<file path="config.mk">
export PLATFORM = sky130hd
export DESIGN_NAME = wb_ddr2_port_arbiter
export DESIGN_NICKNAME = d
export VERILOG_FILES = /design/src/rtl/wb_ddr2_port_arbiter.sv
export SDC_FILE = /design/constraint.sdc
export NUM_CORES = 1
export LEC_CHECK = 0
export BUFFER_PORTS_ARGS = -buffer_cell sky130_fd_sc_hd__buf_2
export CAP_MARGIN = 20
export CORE_AREA = 2 2 178 180
export CTS_BUF_LIST = sky130_fd_sc_hd__clkbuf_16
export DETAILED_ROUTE_END_ITERATION = 12
export DIE_AREA = 0 0 180 182
export SYNTH_ARGS = -nofsm -noshare
export SYNTH_HDL_FRONTEND = slang
export SYNTH_SLANG_ARGS = --single-unit
</file>
<file path="constraint.sdc">
create_clock -name wb_clk -period 1.95 [get_ports wb_clk]
set_input_delay 0.195 -clock wb_clk [delete_from_list [all_inputs] [get_ports wb_clk]]
set_output_delay 0.195 -clock wb_clk [all_outputs]
set_load 0.005 [all_outputs]
</file>
<file path="src/rtl/wb_ddr2_port_arbiter.sv">
// Round-robin Wishbone B3 arbiter folding NUM_MASTERS masters onto one DDR2 controller port.
// The grant is held for a whole bus cycle; an optional watchdog ends stalled transfers with err.
module wb_ddr2_port_arbiter #(
  parameter int unsigned NUM_MASTERS = 4,
  parameter int unsigned AW          = 32,
  parameter int unsigned DW          = 32,
  parameter int unsigned TIMEOUT     = 1024
) (
  input  logic                        wb_clk,
  input  logic                        wb_rst,
  input  logic [NUM_MASTERS*AW-1:0]   wbm_adr_i,
  input  logic [NUM_MASTERS*DW-1:0]   wbm_dat_i,
  input  logic [NUM_MASTERS*DW/8-1:0] wbm_sel_i,
  input  logic [NUM_MASTERS*3-1:0]    wbm_cti_i,
  input  logic [NUM_MASTERS*2-1:0]    wbm_bte_i,
  input  logic [NUM_MASTERS-1:0]      wbm_cyc_i,
  input  logic [NUM_MASTERS-1:0]      wbm_stb_i,
  input  logic [NUM_MASTERS-1:0]      wbm_we_i,
  output logic [NUM_MASTERS-1:0]      wbm_ack_o,
  output logic [NUM_MASTERS-1:0]      wbm_err_o,
  output logic [NUM_MASTERS-1:0]      wbm_rty_o,
  output logic [DW-1:0]               wbm_dat_o,
  output logic [AW-1:0]               wbs_adr_o,
  output logic [DW-1:0]               wbs_dat_o,
  output logic [DW/8-1:0]             wbs_sel_o,
  output logic [2:0]                  wbs_cti_o,
  output logic [1:0]                  wbs_bte_o,
  output logic                        wbs_cyc_o,
  output logic                        wbs_stb_o,
  output logic                        wbs_we_o,
  input  logic                        wbs_ack_i,
  input  logic                        wbs_err_i,
  input  logic                        wbs_rty_i,
  input  logic [DW-1:0]               wbs_dat_i,
  output logic [NUM_MASTERS-1:0]      grant_o
);

  localparam int unsigned SW = DW / 8;
  localparam int unsigned PW = $clog2(NUM_MASTERS);
  localparam int unsigned WW = (TIMEOUT == 0) ? 1 : $clog2(TIMEOUT + 1);

  typedef enum logic [1:0] {StIdle, StBusy, StAbort} state_e;

  state_e                 state_q, state_d;
  logic [NUM_MASTERS-1:0] grant_q, grant_d;
  logic [PW-1:0]          rr_ptr_q, rr_ptr_d;
  logic [WW-1:0]          wd_cnt_q, wd_cnt_d;

  logic [AW-1:0] m_adr;
  logic [DW-1:0] m_dat;
  logic [SW-1:0] m_sel;
  logic [2:0]    m_cti;
  logic [1:0]    m_bte;
  logic          m_cyc, m_stb, m_we;
  logic          found;
  logic [PW-1:0] winner;
  logic          busy, term, wd_fire;

  // Grant register is one-hot, so OR-ing the selected slices is a plain mux.
  always_comb begin
    m_adr = '0;
    m_dat = '0;
    m_sel = '0;
    m_cti = '0;
    m_bte = '0;
    m_cyc = 1'b0;
    m_stb = 1'b0;
    m_we  = 1'b0;
    for (int unsigned i = 0; i < NUM_MASTERS; i++) begin
      if (grant_q[i]) begin
        m_adr = m_adr | wbm_adr_i[i*AW +: AW];
        m_dat = m_dat | wbm_dat_i[i*DW +: DW];
        m_sel = m_sel | wbm_sel_i[i*SW +: SW];
        m_cti = m_cti | wbm_cti_i[i*3 +: 3];
        m_bte = m_bte | wbm_bte_i[i*2 +: 2];
        m_cyc = m_cyc | wbm_cyc_i[i];
        m_stb = m_stb | wbm_stb_i[i];
        m_we  = m_we  | wbm_we_i[i];
      end
    end
  end

  always_comb begin
    found  = 1'b0;
    winner = '0;
    for (int unsigned i = 0; i < NUM_MASTERS; i++) begin
      int unsigned idx;
      idx = (32'(rr_ptr_q) + i) % NUM_MASTERS;
      if (!found && wbm_cyc_i[idx]) begin
        found  = 1'b1;
        winner = PW'(idx);
      end
    end
  end

  assign busy = (state_q == StBusy);
  assign term = wbs_ack_i | wbs_err_i | wbs_rty_i;
  // A real termination in the limit cycle wins over the watchdog.
  assign wd_fire = (TIMEOUT != 0) && busy && m_cyc && m_stb && !term &&
                   (wd_cnt_q == WW'(TIMEOUT - 1));

  always_comb begin
    state_d  = state_q;
    grant_d  = grant_q;
    rr_ptr_d = rr_ptr_q;
    unique case (state_q)
      StIdle: begin
        if (found) begin
          grant_d  = NUM_MASTERS'(1) << winner;
          rr_ptr_d = (winner == PW'(NUM_MASTERS - 1)) ? '0 : winner + 1'b1;
          state_d  = StBusy;
        end
      end
      StBusy: begin
        if (!m_cyc) begin
          state_d = StIdle;
          grant_d = '0;
        end else if (wd_fire) begin
          state_d = StAbort;
        end
      end
      StAbort: begin
        state_d = StIdle;
        grant_d = '0;
      end
      default: begin
        state_d = StIdle;
        grant_d = '0;
      end
    endcase
  end

  always_comb begin
    wd_cnt_d = wd_cnt_q;
    if (TIMEOUT == 0 || !busy || term) begin
      wd_cnt_d = '0;
    end else if (m_stb && !wd_fire) begin
      wd_cnt_d = wd_cnt_q + 1'b1;
    end
  end

  always_ff @(posedge wb_clk or posedge wb_rst) begin
    if (wb_rst) begin
      state_q  <= StIdle;
      grant_q  <= '0;
      rr_ptr_q <= '0;
      wd_cnt_q <= '0;
    end else begin
      state_q  <= state_d;
      grant_q  <= grant_d;
      rr_ptr_q <= rr_ptr_d;
      wd_cnt_q <= wd_cnt_d;
    end
  end

  always_comb begin
    wbs_adr_o = busy ? m_adr : '0;
    wbs_dat_o = busy ? m_dat : '0;
    wbs_sel_o = busy ? m_sel : '0;
    wbs_cti_o = busy ? m_cti : '0;
    wbs_bte_o = busy ? m_bte : '0;
    wbs_cyc_o = busy & m_cyc;
    wbs_stb_o = busy & m_stb;
    wbs_we_o  = busy & m_we;
    wbm_ack_o = (busy && wbs_ack_i) ? grant_q : '0;
    wbm_rty_o = (busy && wbs_rty_i) ? grant_q : '0;
    wbm_err_o = ((busy && wbs_err_i) || state_q == StAbort) ? grant_q : '0;
  end

  assign wbm_dat_o = wbs_dat_i;
  assign grant_o   = grant_q;

endmodule

</file>
## Word-level counts from Yosys, hierarchy flattened

Index checks and enable logic that the tools add are counted.

- Flip-flop bits (word level): 19
- Bits of input ports: 341
- Output and inout bits: 124
- Logic and storage cells: 140

- Add/sub/neg operators: 5
- Magnitude comparators: 4
- Equal/unequal tests: 7
- Shift operators: 1
- Multiplexer cells: 66
- Bitwise gates (word level): 29
- Reductions and logical operators: 24

Operator list:

| cell | count |
|---|---|
| $mux W32 | 10 |
| $or A32 B32 Y32 | 6 |
| $mux W4 | 10 |
| $mux W2 | 13 |
| $mux W11 | 2 |
| $mux W1 | 20 |
| $mux W3 | 5 |
| $lt A2 B3 Y1 const B | 4 |
| $or A4 B4 Y4 | 3 |
| $add A11 B1 Y11 const B | 1 |
| $eq A11 B10 Y1 const B | 1 |
| $logic_and A1 B1 Y1 | 11 |
| $or A1 B1 Y1 | 11 |
| $or A3 B3 Y3 | 3 |
| $bmux W1 S2 | 4 |
| $pmux W4 S2 | 1 |
| $logic_not A1 Y1 | 6 |
| $or A2 B2 Y2 | 3 |
| $reduce_and A2 Y1 | 3 |
| $add A2 B1 Y2 const B | 2 |
| $add A2 B2 Y2 const B | 2 |
| $eq A2 B2 Y1 const B | 2 |
| $ne A2 B2 Y1 const B | 2 |
| $pmux W2 S2 | 1 |
| 7 further kinds | 10 |

## Longest topological paths before layout

Gate-level depths: netlist of the first run.

- Word-level depth: 15
- Gate-level depth with buffers: 9
- Depth with buffers taken out: 8

## Least setup slack after synthesis of the first run

Ideal clock, no wire load.

- Path type: register to register
- From: register rr_ptr_q[1]
- To: register rr_ptr_q[1]
- Library setup time: 0.128 ns
- Arrival time: 1.695 ns
- Required time: 1.822 ns
- Setup slack: 0.127 ns
- Stages on the path, launching flop included: 6
- Buffers on the path: 0
- Period minus slack after synthesis: 1.823 ns
- Cell sequence: dfrtp_1 -> mux2_2 -> a221oi_1 -> and2_1 -> ha_1 -> mux2_1

- Word-level cells in the longest chain between the ends: 14
- Elaborated cells on any way between the ends: 29
- Those cells by class: 4 x add/sub; 1 x eq/ne; 17 x mux; 7 x reduce/logical

RTL lines:

| item | line | source |
|---|---|---|
| start, declared | 46 | `logic [PW-1:0] rr_ptr_q, rr_ptr_d;` |
| start signal, assigned | 151 | `rr_ptr_q <= rr_ptr_d;` |
| branches (longest 14 deep; another with $add A2 B1 Y2) | - |  |

Parallel ways; which one is timed is not known. The select of a mux whose other input is x is not followed.
A chain may end at the register's enable or synchronous reset.

## Worst setup path in the final report of the first run

- From: register grant_q[3], in the netlist grant_o[3]
- To: output port wbs_adr_o[23]

- Word-level cells in the longest chain between the ends: 2

RTL lines:

| item | line | source |
|---|---|---|
| start, declared | 45 | `logic [NUM_MASTERS-1:0] grant_q, grant_d;` |
| start signal, assigned | 150 | `grant_q <= grant_d;` |
| $mux W32 | 70 | `if (grant_q[i]) begin` |
| $mux W32 | 157 | `wbs_adr_o = busy ? m_adr : '0;` |
| end, declared | 23 | `output logic [AW-1:0] wbs_adr_o,` |

Every way passes these cells.

==> impl_metrics.toml, run 1 <==
[global_routing]
grt_pass1_wl_mm = 28.4
overflow = 0
grt_antenna_before_repair = 1
grt_pass1_vias = 4726
grt_usage_pct = 11.1
grt_max_degree = 79

[drt]
finalWirelength_mm = 20.0
wl_per_cell_microns = 16.9
via_per_inst = 4.30
drtAntennaViolNets = 0
firstDrtPassIters = 5
drc = 0
drt_first_iter_violations = 363
via_count = 5108

[yosys]
avgSynthCellArea_sq_um = 7.16
ys_seq_area_share_pct = 15.1
syn_inst = 439
async_flop_share_pct = 100
synth_most_common_cell = "a22oi_1"
yosysWarningCount = 0
synth_cell_types = 44
yosysTopAreaCellShare_pct = 35.4
ys_seq_elements = 19
ys.flop_type = "dfrtp_1"
syn_area_sq_um = 3140
synth_edf_count = 0
synth_nets = 785
synth_top_area_cell = "a22oi_1"
synth.area.top_cells = "a22oi_1, dfrtp_1, a21oi_1"
synth_commonest_cells = "a22oi_1, a21oi_1, buf_4"

[worst_setup_path]
crit_fanout = 78
cp.required_ps = 1750
end_kind = "primary output"
path_class = "reg -> out"
arrival_ps = 1720
worstSetupStartpointType = "register"

[floorplan]
dieArea_sq_um = 32800
rows = 65
ios = 465
core_area_sq_um = 31000
start_util_pct = 10.1
die_y_microns = 182
chipWidth_microns = 180

[power]
switching_power_w = 0.00359
total_power_w = 0.00670
p_leak_nw = 2.65
intPower_w = 0.00311
pwr-share-clk_pct = 6.3
combPwrFrac_pct = 85.1
powerDensity_nw_per_um2 = 1210
seqPwrFrac_pct = 8.6
power_switching_share_pct = 53.6
ir_drop_uv = 547

[clock_network]
cts_htree_levels = 1
ctsRootBufferMaster = "clkbuf_16"
cts_sinks = 19
cts_hold_buf = 0
cts_buffer_depth = 2
cts_tree = "done"
cts_buffers = 3
clock_latency_ps = 250
clkTransAtPathRegs_ps = 50

[sta]
timing.fmax_ghz = 0.523
skew_ps = 1.82
tns_ps = 0
fin_crit_ps = 1910
hold_violations = 0
setup_viol = 0
maxSlewViolCount = 0
post-route-period-util_pct = 98.1
whs_ps = 74.9
slew_headroom_pct = 49.2
worstMarginPinSlew_ps = 762

[finish]
post-route-util_pct = 17.9
drive_gt1_share_pct = 56.4
num-nets-final = 1133
areaGrowthSynthToFinish_pct = 76.7

[run]
maxCapViolCount = 0

[placement]
portBuffers = 400
hpwlAfterDp_mm = 16.4
gp_congestion = 0.808

[min_path]
hold_class = "in -> async"

[run_status]
status = "finished clean"
==> final timing paths <==
kind	cells after the start	slack [ps]	from	endpoint
max	4	40	grant_o[3]$_DFFE_PP0P_	wbs_adr_o[23]
min	2	70	wb_rst	rr_ptr_q[0]$_DFFE_PP0P_
max reg2reg	8	80	grant_o[3]$_DFFE_PP0P_	wd_cnt_q[4]$_DFFE_PP0P_
min reg2reg	2	540	rr_ptr_q[0]$_DFFE_PP0P_	rr_ptr_q[0]$_DFFE_PP0P_
min in group wb_clk	4	360	wbm_cyc_i[3]	rr_ptr_q[0]$_DFFE_PP0P_
max in group asynchronous	2	1320	wb_rst	grant_o[2]$_DFFE_PP0P_
==> critical path, cell delays in order (launching register included) <==
cell and delay [ps]:
dfrtp_4 490, buf_12 220, a22oi_1 360, a21oi_1 170, buf_2 170
==> flip-flops by register name, indices dropped and copies added (netlist names) <==
signal    flops
wd_cnt_q     11
grant_o       4
rr_ptr_q      2
state_q       2
==> repair_timing <==
action | 4_1_cts | 5_1_grt
setup buffers | 0 | 3
gates resized for setup | 0 | 7
endpoints found under the setup margin | 0 | 24
==> kinds of logic (layout without fill, tap and decap cells) <==
| group | after synthesis | after routing | share of synthesized area, % |
|---|---|---|---|
| AOI/OAI and AO/OA | 255 | 255 | 54.0 |
| and+or+nand+nor | 62 | 62 | 11.2 |
| adders and majority gates | 5 | 5 | 1.99 |
| muxes | 7 | 7 | 2.31 |
| buffers and inverters | 90 | 437 | 15.1 |
| other | 0 | 1 | 0 |
| DFF | 19 | 19 | 15.1 |
| xor gates and xnor gates | 1 | 1 | 0.279 |
==> final cells by class <==
cell class	count	area, sq um
fillers	3537	25400
multi-input cells	330	2230
repair buffers	422	2210
well taps	402	503
flip-flops and latches	19	487
clock buffers	3	75.1
inverters	11	41.3
clock inverters	1	3.75
diodes	1	2.50
==> metal layers <==
metal | global-route usage [%] | vias up | wire length (microns)
li1 | - | 2386 | -
met1 | 15.7 | 2380 | 8850
met2 | 17.5 | 332 | 9310
met3 | 2.47 | 10 | 1770
met4 | 1.40 | 0 | 112
met5 | 0 | - | 0
==> through the flow <==
step	setup slack [ps]	cells	cell area, sq um
2_1_floorplan	127	439	3140
3_3_place_gp	79.0	1181	5410
3_5_place_dp	42.0	1181	5410
6_report	37.3	1189	5550
4_1_cts	9.39	1185	5490
5_1_grt	-1.24	1189	5550
==> power groups by stage <==
stage | Sequential [W] | Clock [W] | Combinational, W
floorplan | 0.000528 | 0 | 0.00308
global placement | 0.000572 | 0 | 0.00553
detailed placement | 0.000582 | 0 | 0.00559
CTS | 0.000574 | 0.000427 | 0.00561
global route | 0.000591 | 0.000441 | 0.00625
finish | 0.000576 | 0.000420 | 0.00571
==> cells in the final DEF, fill, tap and decap left out, types with 2 or more instances in the layout <==
master and n:
a21oi_1 89, a22oi_1 148, a22oi_2 2, and2_1 3
and3_1 8, buf_12 3, buf_2 400, buf_4 17
buf_6 2, clkbuf_16 3, dfrtp_1 14, dfrtp_2 3
dfrtp_4 2, ha_1 5, inv_1 11, mux2i_1 5
nand2_1 12, nand2_2 2, nand3_1 3, nand4_1 2
nor2_1 13, nor2b_1 2, o21ai_0 2, o21ai_1 4
o31ai_1 3, or3_1 5, or4_1 4
No activity file was read; power rests on OpenSTA's default activity.
==> run 2: changes to the inputs <==
--- a/constraint.sdc
+++ b/constraint.sdc
@@ -3,2 +3,2 @@
 set_output_delay 0.195 -clock wb_clk [all_outputs]
-set_load 0.005 [all_outputs]
+set_load 0.02 [all_outputs]
==> impl_metrics.toml, run 2 (synthesized netlist as in run 1, its figures left out) <==
[run_status]
status = "finished clean"

[drt]
drt_first_iter_violations = 422
drtAntennaViolNets = 0
wl_per_cell_microns = 17.7
firstDrtPassIters = 5
via_count = 5203
via_per_inst = 4.35
finalWirelength_mm = 21.2
drc = 0

[clock_network]
cts_hold_buf = 0
cts_buffer_depth = 2
cts_buffers = 3
cts_sinks = 19
cts_htree_levels = 1
clkTransAtPathRegs_ps = 50
ctsRootBufferMaster = "clkbuf_16"
clock_latency_ps = 250
cts_tree = "done"

[worst_setup_path]
arrival_ps = 1740
path_cells = "buf_8, a22oi_1, a21oi_1, buf_2"
end_kind = "primary output"
slowest_delay_ps = 500
rrSetupSlack_ps = 100
cp_slowest_cell = "dfrtp_4"
path_class = "reg -> out"
crit_fanout = 39
worstSetupStartpointType = "register"
r2r-start = "grant_o[2]$_DFFE_PP0P_"
crit_start = "grant_o[2]$_DFFE_PP0P_"
cp.required_ps = 1750

[finish]
final_cell_mix = "buf_2, a22oi_1, a21oi_1"
final_common_cell = "buf_2"
post-route-util_pct = 18.2
areaGrowthSynthToFinish_pct = 79.5
drive_gt1_share_pct = 57.6
num-nets-final = 1139
top_register = "wd_cnt_q"
largest_reg_flops = 11
finalNonFillerCells = 1196

[power]
ir_drop_uv = 498
switching_power_w = 0.00481
power_switching_share_pct = 59.8
intPower_w = 0.00323
seqPwrFrac_pct = 7.7
powerDensity_nw_per_um2 = 1430
p_leak_nw = 2.69
pwr-share-clk_pct = 5.2
combPwrFrac_pct = 87.2

[sta]
slew_headroom_pct = 49.3
hold_violations = 0
fin_crit_ps = 1940
rsz0062_at_grt = "true"
setup_viol = 0
post-route-period-util_pct = 99.4
worstMarginPinSlew_ps = 760
postLayoutSetupSlackWorst_ps = 12.4
skew_ps = 0.903
timing.fmax_ghz = 0.516
maxSlewViolCount = 0

[floorplan]
die_y_microns = 182
core_area_sq_um = 31000
rows = 65
ios = 465
dieArea_sq_um = 32800
start_util_pct = 10.1
chipWidth_microns = 180

[run]
maxCapViolCount = 0

[placement]
hpwlAfterDp_mm = 17.0
dp_cells = 1183
gp_congestion = 0.819
portBuffers = 400
dp_slack_ps = 60.2

[global_routing]
overflow = 0
grt_antenna_before_repair = 3
grt_pass1_wl_mm = 28.5
grt_max_degree = 40
grt_pass1_vias = 4720
grt_usage_pct = 11.2

[min_path]
hold_class = "in -> async"
==> run 2: cell types whose count changed in the layout (fill, tap and decap cells not counted), moves of 2 or more <==
cell     before  now
a21oi_1      89   84
a21oi_2       0    5
buf_8         0    4
buf_12        3    1
buf_4        17   19
==> run 2: layer usage <==
metal,vias to the layer above,global-route usage [%],part of all wire [%]
met5,-,0,0
li1,2400,-,-
met3,23,2.55,9.6
met1,2422,15.7,43
met4,0,2.28,2.3
met2,358,17.5,45
==> run 2: worst paths after layout <==
check | to | cells past startpoint
setup / recovery | wbs_adr_o[23] | 4
hold / removal | rr_ptr_q[1]$_DFFE_PP0P_ | 2
setup reg to reg | wd_cnt_q[9]$_DFFE_PP0P_ | 7
hold reg to reg | wd_cnt_q[1]$_DFFE_PP0P_ | 2
max in group asynchronous | grant_o[2]$_DFFE_PP0P_ | 2
min in group wb_clk | state_q[1]$_DFFE_PP0P_ | 5
==> run 2: area by class of cell <==
cell class                 instances  area (sq um)
fill                            3557         25300
multi-input combinational        331          2270
timing repair buffer             427          2260
tap                              402           503
sequential                        19           487
clock buffer                       3          75.1
inverter                          11          41.3
antenna                            2          5.00
clock inverter                     1          3.75
==> run 2: power groups by stage <==
stage	logic [W]	clock network [W]	registers (W)
6_report	0.00701	0.000415	0.000618
5_1_grt	0.00750	0.000450	0.000640
4_1_cts	0.00673	0.000427	0.000585
3_5_place_dp	0.00665	0	0.000585
3_3_place_gp	0.00659	0	0.000578
2_1_floorplan	0.00414	0	0.000573
==> run 2: worst max-delay path, delay by kind of cell, from the launching register on <==
family | cells | cell delay (ps)
buffers and inverters | 2 | 400
flip-flops | 1 | 500
AO/OA/AOI/OAI | 2 | 580
==> run 2: timing repair <==
| item | in CTS | in global routing |
|---|---|---|
| resized for setup | 6 | 18 |
| pin swaps | 0 | 4 |
| gates cloned | 0 | 1 |
| setup endpoints to repair | 34 | 53 |
| setup buffers | 0 | 6 |
| endpoints found under the hold margin | 0 | 0 |
==> run 2: stage by stage <==
stage / hold slack (ps) / power [W] / area, sq um / TNS, ps
6_report: 75.7 / 0.00805 / 5640 / 0
5_1_grt: 140 / 0.00859 / 5640 / -15.8
4_1_cts: 99.0 / 0.00774 / 5500 / 0
3_5_place_dp: 369 / 0.00724 / 5400 / 0
3_3_place_gp: 370 / 0.00717 / 5400 / 0
2_1_floorplan: 146 / 0.00472 / 3140 / 0
==> run 3: changes to the inputs <==
CAP_MARGIN = unset   (was 20)
CORE_AREA = 2 2 179 181   (was 2 2 178 180)
DIE_AREA = 0 0 181 183   (was 0 0 180 182)
==> impl_metrics.toml, run 3 (synthesized netlist as in run 1, its figures left out) <==
[min_path]
hold_class = "in -> async"

[drt]
via_count = 5131
wl_per_cell_microns = 17.3
drtAntennaViolNets = 0
drc = 0
via_per_inst = 4.33
firstDrtPassIters = 5
finalWirelength_mm = 20.5
drt_first_iter_violations = 326

[finish]
drive_gt1_share_pct = 56.7
fillers = 3563
areaGrowthSynthToFinish_pct = 76.5
final_common_cell = "buf_2"
largest_reg_flops = 11
final_cell_mix = "buf_2, a22oi_1, a21oi_1"
num-nets-final = 1128
top_register = "wd_cnt_q"
post-route-util_pct = 17.8

[placement]
gp_congestion = 0.813
hpwlAfterDp_mm = 17.3
dp_slack_ps = 29.1
portBuffers = 400

[global_routing]
grt_antenna_before_repair = 4
grt_max_degree = 48
grt_pass1_vias = 4657
overflow = 0
grt_pass1_wl_mm = 28.1
grt_usage_pct = 11.0

[clock_network]
cts_sinks = 19
ctsRootBufferMaster = "clkbuf_16"
cts_htree_levels = 1
cts_hold_buf = 0
cts_buffer_depth = 2
cts_buffers = 3
clock_latency_ps = 250
cts_tree = "done"
clkTransAtPathRegs_ps = 60

[sta]
post-route-period-util_pct = 96.7
tns_ps = 0
hold_violations = 0
timing.fmax_ghz = 0.530
postLayoutSetupSlackWorst_ps = 63.8
maxSlewViolCount = 0
slew_headroom_pct = 51.9
fin_crit_ps = 1890
worstMarginPinSlew_ps = 720
setup_viol = 0
skew_ps = 2.10

[worst_setup_path]
rr_worst_depth = 7
cp.required_ps = 1750
end_kind = "primary output"
r2r-start = "grant_o[3]$_DFFE_PP0P_"
path_class = "reg -> out"
worstSetupStartpointType = "register"
arrival_ps = 1690
crit_fanout = 31
crit_start = "grant_o[0]$_DFFE_PP0P_"

[floorplan]
chipWidth_microns = 181
rows = 65
dieArea_sq_um = 33100
die_y_microns = 183
start_util_pct = 10.1
ios = 465
core_area_sq_um = 31200

[run]
maxCapViolCount = 0

[power]
total_power_w = 0.00774
p_leak_nw = 2.63
powerDensity_nw_per_um2 = 1400
ir_drop_uv = 654

[run_status]
status = "finished clean"
==> run 3: cell count changes in the layout (fill, tap and decap cells not counted), sizes merged <==
cell    delta
nand2b     -1
buf       -10
diode      +1
==> run 3: what timing repair did <==
item                       in CTS  in global routing
pin swaps                       0                  2
setup buffers                   0                  1
setup endpoints to repair       2                 14
gates resized for setup         2                 13
==> run 3: routing by layer <==
layer / global-route usage, % / share of wire [%] / vias to the layer above
met5: 0 / 0 / -
met3: 2.82 / 8.4 / 26
met4: 2.47 / 1.7 / 0
met2: 17.3 / 45 / 301
met1: 15.1 / 45 / 2422
li1: - / - / 2382
==> run 3: worst max-delay path: stages, from the launching register on <==
cell     delay, ps
dfrtp_2        420
buf_6          270
a22oi_1        140
a21oi_1        330
buf_2          240
==> run 3: path summary, 6_finish.rpt <==
| path | endpoint | slack [ps] |
|---|---|---|
| min in group wb_clk | state_q[1]$_DFFE_PP0P_ | 360 |
| max in group asynchronous | grant_o[3]$_DFFE_PP0P_ | 1370 |
| min | rr_ptr_q[0]$_DFFE_PP0P_ | 50 |
| max | wbs_dat_o[31] | 60 |
| min reg2reg | wd_cnt_q[1]$_DFFE_PP0P_ | 560 |
| max reg2reg | wd_cnt_q[9]$_DFFE_PP0P_ | 80 |
==> run 3: through the flow <==
stage,area [sq um],cells,hold WS [ps]
5_1_grt,5550,1186,132
2_1_floorplan,3140,439,146
3_3_place_gp,5390,1178,358
4_1_cts,5470,1182,94.9
6_report,5550,1186,52.1
3_5_place_dp,5390,1178,366
==> run 3: power by group <==
part	switching, W	internal (W)	leakage (nW)
registers	0.0000970	0.000481	0.250
logic	0.00442	0.00232	2.34
clock network	0.000151	0.000273	0.0423
==> run 3: final cells by class <==
| cell class | instances | area, sq um | area share, % |
|---|---|---|---|
| timing repair buffer | 417 | 2190 | 39.6 |
| clock inverter | 1 | 3.75 | 0.0677 |
| multi-input combinational | 330 | 2240 | 40.4 |
| antenna | 3 | 7.51 | 0.135 |
| sequential | 19 | 483 | 8.71 |
| clock buffer | 3 | 75.1 | 1.35 |
| tap | 402 | 503 | 9.07 |
| inverter | 11 | 41.3 | 0.745 |
